## config.mk

```make
export PLATFORM = sky130hd
export DESIGN_NAME = prv_trap_sequencer
export DESIGN_NICKNAME = d
export VERILOG_FILES = /design/src/rtl/prv_trap_sequencer.sv
export SDC_FILE = /design/constraint.sdc
export NUM_CORES = 1
export LEC_CHECK = 0
export ABC_CLOCK_PERIOD_IN_PS = 10400
export CAP_MARGIN = 30
export CORE_ASPECT_RATIO = 1.75
export CORE_UTILIZATION = 51
export CTS_CLUSTER_SIZE = 8
export DETAILED_ROUTE_END_ITERATION = 8
export GPL_TIMING_DRIVEN = 0
export PLACE_DENSITY = 0.84
export SLEW_MARGIN = 25
export SYNTH_ARGS = -nofsm -noshare
export SYNTH_HDL_FRONTEND = slang
export SYNTH_SLANG_ARGS = --single-unit
```

## constraint.sdc

```tcl
create_clock -name CLK -period 10.4 [get_ports CLK]
set_input_delay 2.08 -clock CLK [delete_from_list [all_inputs] [get_ports CLK]]
set_output_delay 2.08 -clock CLK [all_outputs]
set_load 0.02 [all_outputs]
```

## src/rtl/prv_trap_sequencer.sv

```systemverilog
// Privilege-side trap engine: takes exception/interrupt/mret events from the
// pipeline, captures mepc/mcause/mtval, and redirects fetch with a one-cycle
// insert_pc strobe once the pipeline is drained (or a drain timeout expires).
module prv_trap_sequencer #(
  parameter int unsigned XLEN          = 32,
  parameter int unsigned CLEAR_TIMEOUT = 16
) (
  input  logic            CLK,
  input  logic            RST,
  input  logic            fault_insn,
  input  logic            mal_insn,
  input  logic            illegal_insn,
  input  logic            fault_l,
  input  logic            mal_l,
  input  logic            fault_s,
  input  logic            mal_s,
  input  logic            breakpoint,
  input  logic            env,
  input  logic            ex_rmgmt,
  input  logic [XLEN-1:0] ex_rmgmt_cause,
  input  logic [XLEN-1:0] epc,
  input  logic [XLEN-1:0] badaddr,
  input  logic            ret,
  input  logic            pipe_clear,
  input  logic            wb_enable,
  input  logic            irq_ext,
  input  logic            irq_sw,
  input  logic            irq_timer,
  input  logic            mie_ext,
  input  logic            mie_sw,
  input  logic            mie_timer,
  input  logic [XLEN-1:0] mtvec,
  output logic            intr,
  output logic            insert_pc,
  output logic [XLEN-1:0] priv_pc,
  output logic [XLEN-1:0] mepc_o,
  output logic [XLEN-1:0] mcause_o,
  output logic [XLEN-1:0] mtval_o,
  output logic            mstatus_mie,
  output logic            mstatus_mpie,
  output logic            clear_timeout_err
);

  localparam int unsigned CntW = (CLEAR_TIMEOUT > 2) ? $clog2(CLEAR_TIMEOUT) : 1;
  localparam logic [CntW-1:0] CntLast = CntW'(CLEAR_TIMEOUT - 1);

  typedef enum logic [1:0] {StIdle, StWaitClear, StInsert, StRet} state_e;

  state_e          state_q, state_d;
  logic [CntW-1:0] cnt_q, cnt_d;
  logic [XLEN-1:0] hold_epc_q, hold_epc_d;
  logic [XLEN-1:0] hold_cause_q, hold_cause_d;
  logic [XLEN-1:0] hold_tval_q, hold_tval_d;
  logic [XLEN-1:0] mepc_q, mepc_d;
  logic [XLEN-1:0] mcause_q, mcause_d;
  logic [XLEN-1:0] mtval_q, mtval_d;
  logic            mie_q, mie_d;
  logic            mpie_q, mpie_d;
  logic            err_q, err_d;

  logic            exc_any;
  logic [XLEN-1:0] exc_cause;
  logic            exc_has_addr;
  logic            irq_any;
  logic [XLEN-1:0] irq_cause;
  logic            irq_window;
  logic [XLEN-1:0] vec_base;
  logic [XLEN-1:0] vec_code;

  assign exc_any = |{fault_insn, mal_insn, illegal_insn, fault_l, mal_l, fault_s, mal_s,
                     breakpoint, env, ex_rmgmt};

  // Fixed-priority exception cause encode; address-type causes report badaddr.
  always_comb begin
    exc_cause    = '0;
    exc_has_addr = 1'b0;
    if (mal_insn) begin
      exc_cause = XLEN'(0);  exc_has_addr = 1'b1;
    end else if (fault_insn) begin
      exc_cause = XLEN'(1);  exc_has_addr = 1'b1;
    end else if (illegal_insn) begin
      exc_cause = XLEN'(2);
    end else if (breakpoint) begin
      exc_cause = XLEN'(3);
    end else if (env) begin
      exc_cause = XLEN'(11);
    end else if (mal_l) begin
      exc_cause = XLEN'(4);  exc_has_addr = 1'b1;
    end else if (mal_s) begin
      exc_cause = XLEN'(6);  exc_has_addr = 1'b1;
    end else if (fault_l) begin
      exc_cause = XLEN'(5);  exc_has_addr = 1'b1;
    end else if (fault_s) begin
      exc_cause = XLEN'(7);  exc_has_addr = 1'b1;
    end else if (ex_rmgmt) begin
      exc_cause = ex_rmgmt_cause;  exc_has_addr = 1'b1;
    end
  end

  // Interrupt cause encode: external > software > timer, MSB marks interrupt.
  always_comb begin
    irq_any   = 1'b1;
    irq_cause = '0;
    if (irq_ext && mie_ext) begin
      irq_cause = {1'b1, (XLEN-1)'(11)};
    end else if (irq_sw && mie_sw) begin
      irq_cause = {1'b1, (XLEN-1)'(3)};
    end else if (irq_timer && mie_timer) begin
      irq_cause = {1'b1, (XLEN-1)'(7)};
    end else begin
      irq_any = 1'b0;
    end
  end

  assign intr = (state_q == StIdle) && !exc_any && mie_q && irq_any;
  // A stalled, non-drained pipe never takes an interrupt; pipe_clear already implies this.
  assign irq_window = wb_enable || pipe_clear;

  assign vec_base = {mtvec[XLEN-1:2], 2'b00};

  // Interrupt code without the MSB, scaled by 4 for vectored dispatch.
  always_comb begin
    vec_code          = hold_cause_q;
    vec_code[XLEN-1]  = 1'b0;
    vec_code          = vec_code << 2;
  end

  // Next-state, CSR sequencing and redirect outputs.
  always_comb begin
    state_d      = state_q;
    cnt_d        = '0;
    hold_epc_d   = hold_epc_q;
    hold_cause_d = hold_cause_q;
    hold_tval_d  = hold_tval_q;
    mepc_d       = mepc_q;
    mcause_d     = mcause_q;
    mtval_d      = mtval_q;
    mie_d        = mie_q;
    mpie_d       = mpie_q;
    err_d        = err_q;
    insert_pc    = 1'b0;
    priv_pc      = '0;
    unique case (state_q)
      StIdle: begin
        if (exc_any) begin
          hold_epc_d   = epc;
          hold_cause_d = exc_cause;
          hold_tval_d  = exc_has_addr ? badaddr : '0;
          state_d      = pipe_clear ? StInsert : StWaitClear;
        end else if (intr && pipe_clear && irq_window) begin
          hold_epc_d   = epc;
          hold_cause_d = irq_cause;
          hold_tval_d  = '0;
          state_d      = StInsert;
        end else if (ret) begin
          state_d = StRet;
        end
      end
      StWaitClear: begin
        cnt_d = cnt_q + 1'b1;
        if (pipe_clear) begin
          state_d = StInsert;
        end else if (cnt_q == CntLast) begin
          state_d = StInsert;
          err_d   = 1'b1;
        end
      end
      StInsert: begin
        insert_pc = 1'b1;
        priv_pc   = vec_base;
        if (hold_cause_q[XLEN-1] && (mtvec[1:0] == 2'b01)) begin
          priv_pc = vec_base + vec_code;
        end
        mepc_d   = hold_epc_q;
        mcause_d = hold_cause_q;
        mtval_d  = hold_tval_q;
        mpie_d   = mie_q;
        mie_d    = 1'b0;
        state_d  = StIdle;
      end
      StRet: begin
        insert_pc = 1'b1;
        priv_pc   = mepc_q;
        mie_d     = mpie_q;
        mpie_d    = 1'b1;
        state_d   = StIdle;
      end
      default: state_d = StIdle;
    endcase
  end

  // State and CSR registers; reset abandons any in-flight trap.
  always_ff @(posedge CLK) begin
    if (RST) begin
      state_q      <= StIdle;
      cnt_q        <= '0;
      hold_epc_q   <= '0;
      hold_cause_q <= '0;
      hold_tval_q  <= '0;
      mepc_q       <= '0;
      mcause_q     <= '0;
      mtval_q      <= '0;
      mie_q        <= 1'b0;
      mpie_q       <= 1'b1;
      err_q        <= 1'b0;
    end else begin
      state_q      <= state_d;
      cnt_q        <= cnt_d;
      hold_epc_q   <= hold_epc_d;
      hold_cause_q <= hold_cause_d;
      hold_tval_q  <= hold_tval_d;
      mepc_q       <= mepc_d;
      mcause_q     <= mcause_d;
      mtval_q      <= mtval_d;
      mie_q        <= mie_d;
      mpie_q       <= mpie_d;
      err_q        <= err_d;
    end
  end

  assign mepc_o            = mepc_q;
  assign mcause_o          = mcause_q;
  assign mtval_o           = mtval_q;
  assign mstatus_mie       = mie_q;
  assign mstatus_mpie      = mpie_q;
  assign clear_timeout_err = err_q;

endmodule

```

Yosys cells after proc, flatten, opt, wreduce, memory -nomap -nowiden
Index checks and enable logic that the tools add are counted.
{ "word_totals": {"register_bits": 201, "latch_bits": 0, "ramBits": 0, "rom_bits": 0, "in_bits": 149, "out_inout_bits": 133, "wordCells": 87, "memories": 0} }
{ "op_classes": {"add_sub_neg": 2, "n_mul": 0, "div_mod_pow": 0, "n_lt_le_gt_ge": 0, "eq_ne": 7, "shift": 0, "muxes": 45, "bitwise": 2, "reduce_logical": 20} }
{ "op_table": {"columns": ["operator", "n"], "rows": [
  ["$mux 32", 21],
  ["$pmux 32 s2", 1],
  ["$add 32x32->32", 1],
  ["$mux 1", 14],
  ["$mux 2", 6],
  ["$reduce_or 10->1", 1],
  ["$logic_and 1x1->1", 9],
  ["$pmux 2 s3", 1],
  ["$add 4x1->4 const B", 1],
  ["$eq 2x1->1 const B", 2],
  ["$eq 2x2->1 const B", 2],
  ["$eq 4x4->1 const B", 1],
  ["$ne 4x3->1 const B", 1],
  ["$pmux 1 s2", 2],
  ["$reduce_and 2->1", 2],
  ["$reduce_bool 2->1", 2],
  ["$reduce_or 2->1", 2],
  ["$ne 3x3->1 const B", 1],
  ["$reduce_and 3->1", 1],
  ["$logic_not 2->1", 1],
  ["$not 1->1", 2],
  ["$logic_not 1->1", 1],
  ["$logic_or 1x1->1", 1]
]} }

Logic depth before layout (Yosys ltp)
{ "logic_depth": {"ltp_word": 12, "mapped_depth": 11, "mapped_depth_nobuf": 11} }

Least setup slack after synthesis
OpenSTA, ideal clock, no wires.
{ "synth_path": {"path_type": "input to output", "start": "in mtvec[13]", "end": "out priv_pc[28]", "arrival_time_ps": 4576, "required_time_ps": 8320, "setup_slack_ps": 3744, "cell_stages": 10, "path_buffers": 1, "path_cell_list": "ha_1 -> buf_2 -> a21o_1 -> a21o_1 -> a21oi_1 -> o221a_2 -> a21oi_1 -> o311ai_0 -> mux2_2 -> a211oi_1"} }
{ "synth_between": {"elab_chain_cells": 3} }
{ "synth_rtl": {"columns": ["element", "line", "source"], "rows": [
  ["start, declared", "32", "input logic [XLEN-1:0] mtvec,"],
  ["$add 32x32->32", "172", "priv_pc = vec_base + vec_code;"],
  ["$mux 32", "171", "if (hold_cause_q[XLEN-1] && (mtvec[1:0] == 2'b01)) begin"],
  ["$pmux 32 s2", "143", "unique case (state_q)"],
  ["end, declared", "35", "output logic [XLEN-1:0] priv_pc,"]
]} }
No other way between the ends.

Worst setup path in the final report
{ "layout_path": {"start": "in mtvec[2]", "end": "out priv_pc[30]"} }
The elaborated chain is that of the path after synthesis.

==> metrics list <==
* Run status: finished clean
* Unrepaired setup endpoints after global routing: false
- The clock arrives with 24.7 ps of skew.
- In the finished design, the share of the clock period the worst path needs comes to 0.781.
- Drt first pass iters: 5
- Row count: 65
- Max Cap Viol: 0
- Count of non-filler cells in the finished layout: 1,794
- Derived from the worst setup path, the maximum achievable clock frequency is 123 MHz.
* Synth Instances: 1,247
- Largest cells by area after synthesis: sky130_fd_sc_hd__dfxtp_1 (43%), sky130_fd_sc_hd__nand2_1 (13%), sky130_fd_sc_hd__a21oi_1 (12%)
- In this run the count of I/O pins placed on the die edge is 282.
* Growth of design area from synthesis to finish: 40.8%
* Area after DPL: 12,500 µm²
* Mapped Nets: 1,427
- Summing internal, switching and leakage power gives 1.89 mW.
- At the pin with the least slew margin, the transition time is 768 ps.
- Via-per-instance ratio: 5.79
* Critical path type: input pin to primary output
- Worst slew margin: 0.488
* Total Wirelength: 35,700 µm
- For this configuration, the core starts out at a cell density of 0.522.
- Average wire per standard cell: 19.9 µm
- Final setup TNS: 0 ps
- Number of nets with antenna violations after routing: 0
* Die Wd: 105 µm
* Sort of element at the start of the critical path: input pin
* Leakage power: 4.87 nW
- Remaining Overflow, GRT: 0
* Largest net degree at the start of global routing: 15
- The most numerous cell type found on the critical path is sky130_fd_sc_hd__clkdlybuf4s50_1.
* Endpoint required time on the critical path: 8320 ps
- The first global-routing pass estimated 53,900 µm of wire.
* Number of post-CTS setup repair buffers: 0
* Post-synthesis cell type count: 65
* Maximum VDD drop: 0.000132 V
- Commonest non-fill, non-tap cell in the layout: sky130_fd_sc_hd__nand2_1
- In the layout the commonest cells are sky130_fd_sc_hd__nand2_1 (332), sky130_fd_sc_hd__clkdlybuf4s50_1 (279), sky130_fd_sc_hd__a21oi_1 (222).
* CP arrival: 6040 ps
* Routability congestion estimate: 0.984
- Design area: 13,300 µm²
- The floorplan step defined a core boundary enclosing 18,100 µm².
- The count of final max-slew check failures is 0.
- The number of global-route vias before repair came to 10,400.
* Die outline height: 182 µm
- The worst setup path is captured at a primary output.
- Antenna violations before repair: 1
* Post-cts gate resize count: 0
- Setup violations remaining at the end of the flow were counted as 0.
* DRC errors left: 0
- The clock reaches the later pin of the worst-skew pair after 530 ps.
- The number of failing hold endpoints at the final stage was 0.
- The synthesized design contains 0 enable-type register cells.
* # clock sinks: 201
* Clock tree from TritonCTS: built
* Largest incremental delay on the critical path: 670 ps
- Syn. warnings: 0
- CTS built an H-tree with a depth of 1.
* Clock transition time at the flip-flop clock pins of the worst setup and hold paths: 50 ps
- The share of the Yosys chip area taken by registers is 0.427.
- After filler insertion, the fill cell instance count of the layout stands at 1,440.
- The critical path goes through clkdlybuf4s50_1 > ha_1 > inv_1 > fa_1 > nor2b_1 > o31ai_2 > a2111oi_1 > o31ai_1 > o21ba_2 > o21ai_1 > xnor2_1 > a21oi_1 > clkdlybuf4s50_1.
- Total of hold buffers inserted after clock tree synthesis: 0
- Master cell of the clock root buffer: sky130_fd_sc_hd__clkbuf_16
- In the final layout, the share of cells above drive strength 1 is 0.0417.
* Number of flip-flops and latches in the synthesized netlist: 201
* Worst hold path type: flop to flop
* Net count reported at finish: 1,738
- Main synth FF type: sky130_fd_sc_hd__dfxtp_1
- Post-route minimum period: 8120 ps
- Port Buffer Count: 279
- After the first detailed-routing iteration, the DRC count stood at 659.
- Async SR Flop Fraction: 0
* Bufs on Longest Clock Path: 3
- Of the post-synthesis cell area, the dominant cell type holds 0.427.
* # placed instances: 1,760
- The die covers 19,100 µm².
* Post-synthesis instance area: 9430 µm²
- For this run, the total global-route usage over all layers was measured as 0.364.
- Biggest area consumer among synthesized cells: sky130_fd_sc_hd__dfxtp_1
- Averaged over all synthesized cells, the footprint is 7.56 µm².
* Power density cells: 142 nW/µm²
- Slowest cell on the critical path: sky130_fd_sc_hd__a2111oi_1
- TritonCTS buffer count: 29
- The routed layout has 10,400 vias.
* Placed wire-length estimate after detailed placement: 27,600 µm
* Peak fanout along the critical path: 5
-- cell usage after synthesis (3+ instances only) --
cell,number
sky130_fd_sc_hd__and2_1,7
sky130_fd_sc_hd__nand3_1,39
sky130_fd_sc_hd__o21ai_1,3
sky130_fd_sc_hd__nor2b_1,7
sky130_fd_sc_hd__a31oi_1,5
sky130_fd_sc_hd__clkbuf_1,69
sky130_fd_sc_hd__nand2_1,332
sky130_fd_sc_hd__buf_2,5
sky130_fd_sc_hd__o21ai_0,38
sky130_fd_sc_hd__nand2b_1,4
sky130_fd_sc_hd__a311oi_1,8
sky130_fd_sc_hd__buf_1,6
sky130_fd_sc_hd__nand4_1,6
sky130_fd_sc_hd__nor3_1,7
sky130_fd_sc_hd__mux2_2,3
sky130_fd_sc_hd__a21o_1,18
sky130_fd_sc_hd__a22oi_1,33
sky130_fd_sc_hd__o21a_1,4
sky130_fd_sc_hd__a211oi_1,8
sky130_fd_sc_hd__and3_1,8
sky130_fd_sc_hd__o211ai_1,4
sky130_fd_sc_hd__buf_4,3
sky130_fd_sc_hd__dfxtp_1,201
sky130_fd_sc_hd__buf_6,11
sky130_fd_sc_hd__nor2_1,90
sky130_fd_sc_hd__or3_1,4
sky130_fd_sc_hd__inv_1,10
sky130_fd_sc_hd__xnor2_1,15
sky130_fd_sc_hd__a21oi_1,222
sky130_fd_sc_hd__ha_1,30
sky130_fd_sc_hd__xor2_1,6
-- metrics by stage --
stage / setup slack, ps / util / hold WS [ps]
floorplan: 3740 / - / 418
global placement: 2400 / 0.693 / 437
detailed placement: 2400 / 0.693 / 443
CTS: 2370 / 0.735 / 442
global route: 2030 / 0.735 / 455
finish: 2280 / 0.735 / 441
-- kinds of logic after synthesis --
group	Yosys count	share of synthesized area
AND/OR/NAND/NOR	515	0.225
AO/OA/AOI/OAI	370	0.230
flip-flops	201	0.427
buffers and inverters	105	0.0525
adder cells (fa/ha/maj)	31	0.0419
XOR/XNOR	21	0.0195
multiplexers	4	0.00464
-- final timing paths --
kind | startpoint | to | slack, ps | cells past startpoint
max reg2reg | state_q[0] | mcause_o[28] | 7990 | 7
min | hold_tval_q[17] | mtval_o[17] | 440 | 2
min reg2reg | hold_tval_q[17] | mtval_o[17] | 440 | 2
max | mtvec[2] | priv_pc[30] | 2280 | 13
-- flip-flops by register name, summed over array words and instances (netlist names), 2 cells and up --
register and cells:
cnt_q 4, hold_cause_q 32, hold_epc_q 32, hold_tval_q 32, mcause_o 32, mepc_o 32
mtval_o 32, state_q 2
-- where the power goes --
| group | switching [mW] | leakage [nW] | internal [mW] |
|---|---|---|---|
| clock | 0.309 | 0.367 | 0.487 |
| sequential | 0.0167 | 1.63 | 0.798 |
| combinational | 0.156 | 2.87 | 0.124 |
| total | 0.481 | 4.87 | 1.41 |
-- worst max-delay path, delay by kind of cell --
family | cells | cell delay (ps)
adders and majority gates | 2 | 570
and+or+nand+nor | 1 | 230
AOI/OAI and AO/OA | 6 | 1840
xor gates and xnor gates | 1 | 110
buffers and inverters | 3 | 1200
-- cell type report --
cell class,count,area [µm²],share of cell area
antenna,1,2.50,0.000189
buffer,95,458,0.0345
clock buffer,30,729,0.0550
clock inverter,2,17.5,0.00132
inverter,10,37.5,0.00283
multi-input combinational,941,4910,0.370
sequential,201,4020,0.303
tap,234,293,0.0221
timing repair buffer,280,2800,0.211
-- metal layers --
layer	routed length, µm	track usage
met4	3250	0.309
met2	17900	0.659
met3	2740	0.0693
met5	0	0
met1	11800	0.352
Note: power is estimated with default switching activity, not from simulation.
